$ cat src/rtl/set_bit_iterator.sv
// Walks a captured word and emits the index of each set bit, lowest first,
// one beat per valid/ready handshake.
//
// state | meaning
// IDLE  | waiting for a word; in_ready high, no beat presented
// ITER  | presenting the lowest remaining set bit of the working word
module set_bit_iterator #(
    parameter int WIDTH = 32,
    parameter int IDX_W = $clog2(WIDTH)
) (
    input  logic             clk,
    input  logic             rst_n,
    input  logic             in_valid,
    output logic             in_ready,
    input  logic [WIDTH-1:0] in_data,
    output logic             out_valid,
    input  logic             out_ready,
    output logic [IDX_W-1:0] out_index,
    output logic             out_last,
    output logic             out_empty,
    output logic [IDX_W:0]   out_seq
);

    localparam int SEQ_W = IDX_W + 1;
    localparam logic [WIDTH-1:0] ONE = WIDTH'(1);

    typedef enum logic {IDLE, ITER} state_t;

    state_t           state;
    logic [WIDTH-1:0] work;
    logic [WIDTH-1:0] next_work;

    function automatic logic [IDX_W-1:0] lsb_index(input logic [WIDTH-1:0] w);
        logic [WIDTH-1:0] iso;
        logic [IDX_W-1:0] idx;
        iso = w & (~w + ONE);
        idx = '0;
        for (int i = 0; i < WIDTH; i++) begin
            if (iso[i]) idx = idx | IDX_W'(i);
        end
        return idx;
    endfunction

    // True for a single set bit and also for zero, so an empty word is its own last beat.
    function automatic logic at_most_one(input logic [WIDTH-1:0] w);
        return (w & (w - ONE)) == '0;
    endfunction

    always_comb begin
        next_work = work & (work - ONE);
    end

    always_ff @(posedge clk or negedge rst_n) begin
        if (!rst_n) begin
            state     <= IDLE;
            work      <= '0;
            in_ready  <= 1'b1;
            out_valid <= 1'b0;
            out_index <= '0;
            out_last  <= 1'b0;
            out_empty <= 1'b0;
            out_seq   <= '0;
        end else begin
            case (state)
                IDLE: begin
                    if (in_valid) begin
                        state     <= ITER;
                        work      <= in_data;
                        in_ready  <= 1'b0;
                        out_valid <= 1'b1;
                        out_index <= lsb_index(in_data);
                        out_last  <= at_most_one(in_data);
                        out_empty <= (in_data == '0);
                        out_seq   <= '0;
                    end
                end
                ITER: begin
                    if (out_ready) begin
                        if (out_last) begin
                            state     <= IDLE;
                            work      <= '0;
                            in_ready  <= 1'b1;
                            out_valid <= 1'b0;
                            out_index <= '0;
                            out_last  <= 1'b0;
                            out_empty <= 1'b0;
                            out_seq   <= '0;
                        end else begin
                            work      <= next_work;
                            out_index <= lsb_index(next_work);
                            out_last  <= at_most_one(next_work);
                            out_seq   <= out_seq + SEQ_W'(1);
                        end
                    end
                end
                default: begin
                    state <= IDLE;
                end
            endcase
        end
    end

endmodule

$ cat config.mk
export PLATFORM = sky130hd
export DESIGN_NAME = set_bit_iterator
export DESIGN_NICKNAME = d
export VERILOG_FILES = /design/src/rtl/set_bit_iterator.sv
export SDC_FILE = /design/constraint.sdc
export NUM_CORES = 1
export LEC_CHECK = 0
export ABC_AREA = 0
export CAP_MARGIN = 20
export CORE_ASPECT_RATIO = 0.75
export CORE_UTILIZATION = 55
export CTS_BUF_LIST = sky130_fd_sc_hd__clkbuf_4 sky130_fd_sc_hd__clkbuf_8
export CTS_CLUSTER_SIZE = 10
export DETAILED_ROUTE_END_ITERATION = 6
export PLACE_DENSITY = 0.77
export SLEW_MARGIN = 20
export SYNTH_ARGS = -nofsm -noshare
export SYNTH_HDL_FRONTEND = slang
export SYNTH_SLANG_ARGS = --single-unit
$ cat constraint.sdc
create_clock -name clk -period 5.3 [get_ports clk]
set_input_delay 1.59 -clock clk [delete_from_list [all_inputs] [get_ports clk]]
set_output_delay 1.59 -clock clk [all_outputs]
set_load 0.02 [all_outputs]
==> impl_results.md <==
* Outcome: finished clean
* Vias in the first global route at 5016
* Clk_lat worst skew at 0.32 ns
* Syn_area_per_cell at 7.39 um2
* Htree depth at 2
* Post-CTS Setup Inserts at 0
* Synth Warn # at 0
* Site Rows at 28
* Inserted Diodes at 0
* Final worst slack at 0.973 ns
* Final nets at 685
* Core box area at 0.00806 mm2
* Hold endpoint: out_seq[2]
* # DRC at 0
* Clock power share at 0.111
* Hold_buf cts at 0
* Critical Path Source Type: input port
* Share of cells above drive strength 1 at 0.0632
* P_sw at 1.42 mW
* Total Routing Usage GR at 0.398
* Max-cap violations at 0
* Final hold violation count at 0
* Die height at 81.7 um
* R2R Setup Slk at 1.17 ns
* Max FO, Critical Path at 15
* Fin crit share at 0.816
* Drt pass-1 iters at 6
* Area occupied by multi-input gates at 0.00319 mm2
* Reg2Reg Launch Point: work[11]
* Sequential-to-total area share from yosys stat at 0.253
* Asr flop ratio synth at 1.00
* Fillers at 706
* RSZ-0062 raised after global routing: false
* Synthesized flop and latch total at 47
* DR vias at 5545
* M1 WL at 7350 um
* Dpl ws at 0.861 ns
* Req. time, crit path at 5.55 ns
* Net Sw Frac at 0.527
* Clk slew on worst S/H paths at 0.11 ns
* ANT nets after route at 0
* Layout area overhead at 12.9%
* Largest net degree at the start of global routing at 48
* Post-synth EDFFs at 0
* Final Cell Area at 0.00527 mm2
* Die width at 108 um
* Hold depth at 1
* WL met3 at 2260 um
* Skew final at 0.00960 ns
* Sequential power share at 0.280
* DR WL met2 at 6850 um
* CP Class: in -> reg
* Internal power at 1.28 mW
* Max VDD drop at 0.325 mV
* Global route overflow at 0
* Post-DP HPWL at 12500 um
* Top_reg_cell synth: dfrtp_1
* Final setup TNS at 0 ns
* Vias per inst at 7.35
* Rel. slew slack at 0.383
* Initial antenna violation count at 0
* Critical path arrival at 4.58 ns
* WL per Instance at 22.6 um
* DIE AREA at 0.00885 mm2
* Resized cells post-CTS at 0
* Drt total wl at 17000 um
* Max Slew Vio Count at 0
* Critical Path End Type: flop
* Sequential cell area at 0.00118 mm2
* Count of final setup violators at 0
* Worst Reg-to-Reg Cells at 8
* Crit path launch: in_data[4]
* PwrDens at 513 mW/mm2
* Combinational share of power at 0.609
* Fin crit period at 4.33 ns
* Starting Density at 0.579
* Reg-to-reg endpoint: out_last
* Global-route wire length before repair at 26600 um
* Tot Pwr at 2.70 mW
* Yosys cell types at 85
* Top Layer Used: met4
* Ports at 51
* Gpl congestion at 1.05
* Port bufs at 50
* Min-delay src: out_seq[2]
* Area of the mapped netlist at 0.00466 mm2
* Iter 0 DRT Violations at 762
* CTS buffer count at 5
* Slew @ Worst Pin at 0.925 ns
* CTS tree: yes
* P_leak at 1.90 nW
* DP Area at 0.00515 mm2
* Root buf cell: clkbuf_8
* Max Freq at 231 MHz
* Syn nets at 668
* Max clock buf depth at 2
* HP Class: reg -> reg
* Post-Synthesis Cells at 631
* Clk sink count at 47
[synth_stat cells, drive strengths merged, types with 5 or more instances]
| master | n | area share |
|---|---|---|
| a211oi | 13 | 0.022 |
| nor4 | 20 | 0.028 |
| o31ai | 12 | 0.020 |
| and2 | 5 | 0.0067 |
| clkbuf | 40 | 0.032 |
| and3 | 6 | 0.0081 |
| a22o | 16 | 0.030 |
| nand2b | 6 | 0.0081 |
| o21a | 6 | 0.0097 |
| nor2 | 57 | 0.046 |
| o22ai | 9 | 0.012 |
| buf | 10 | 0.014 |
| nor4b | 6 | 0.014 |
| o21ai | 67 | 0.073 |
| inv | 20 | 0.016 |
| nand4 | 8 | 0.011 |
| a32oi | 5 | 0.0094 |
| o31a | 5 | 0.0094 |
| a21oi | 48 | 0.052 |
| nand2 | 51 | 0.041 |
| or3 | 8 | 0.011 |
| nor2b | 6 | 0.0081 |
| nand3 | 28 | 0.030 |
| or4 | 11 | 0.019 |
| a31oi | 8 | 0.011 |
| dfrtp | 46 | 0.25 |
| nor3 | 25 | 0.028 |
[per-layer routing]
| metal | vias to the layer above | GRT usage |
|---|---|---|
| met4 | 0 | 0.165 |
| li1 | 2483 | - |
| met5 | - | 0 |
| met2 | 420 | 0.572 |
| met3 | 57 | 0.0865 |
| met1 | 2585 | 0.575 |
[worst max-delay path, stage by stage]
cell and delay [ns]:
clkdlybuf4s50_1 0.49, nor4_1 0.35, buf_4 0.19, nand4b_1 0.32
buf_4 0.32, nor4_1 0.42, nor4_1 0.10, a21oi_1 0.30
a2111oi_0 0.13, and4_1 0.26, nor2_1 0.11
[kinds of logic after synthesis]
| logic type | synth area share |
|---|---|
| AO/OA/AOI/OAI | 0.382 |
| XOR/XNOR | 0.00376 |
| adder cells (fa/ha/maj) | 0.00698 |
| buffers and inverters | 0.0636 |
| flip-flops | 0.253 |
| multiplexers | 0.00456 |
| AND/OR/NAND/NOR | 0.286 |
[flip-flops by register name, indices dropped and copies added (netlist names)]
signal,flops
in_ready,1
out_empty,1
out_index,5
out_last,1
out_seq,6
state,1
work,32
[layout make-up]
| class | count | share of cell area |
|---|---|---|
| Timing Repair Buffer | 60 | 0.109 |
| Sequential cell | 47 | 0.224 |
| Inverter | 21 | 0.0150 |
| Tap cell | 105 | 0.0250 |
| Clock inverter | 2 | 0.00713 |
| Multi-Input combinational cell | 513 | 0.606 |
| Clock buffer | 6 | 0.0145 |
[cells in the final DEF, fill, tap and decap left out, types with 16 or more instances in the layout]
| master | instances |
|---|---|
| a21oi_1 | 48 |
| a22o_1 | 16 |
| clkdlybuf4s50_1 | 49 |
| dfrtp_1 | 46 |
| inv_1 | 20 |
| nand2_1 | 51 |
| nand3_1 | 28 |
| nor2_1 | 57 |
| nor3_1 | 24 |
| nor4_1 | 19 |
| o21ai_0 | 63 |
[how the worst max path moves through the flow]
stage | endpoint | cells after the start
after detailed placement | out_last | 9
final | out_index[0] | 11
after CTS | out_index[0] | 11
after floorplan | out_last | 9
after global routing | out_index[0] | 9
after global placement | out_index[0] | 11
[power by group through the flow]
stage / registers, mW / clock network (mW) / logic (mW)
after floorplan: 0.638 / 0 / 1.24
after global placement: 0.734 / 0 / 1.55
after detailed placement: 0.744 / 0 / 1.57
after CTS: 0.737 / 0.294 / 1.59
after global routing: 0.772 / 0.304 / 1.76
final: 0.756 / 0.299 / 1.64
[through the flow]
step | hold WS (ns) | std cells | utilization
floorplan | 0.491 | 631 | -
global placement | 0.507 | 746 | 0.639
global route | 0.566 | 754 | 0.653
detailed placement | 0.517 | 746 | 0.639
finish | 0.539 | 754 | 0.653
CTS | 0.537 | 754 | 0.653
(Power assumes the default switching activity.)
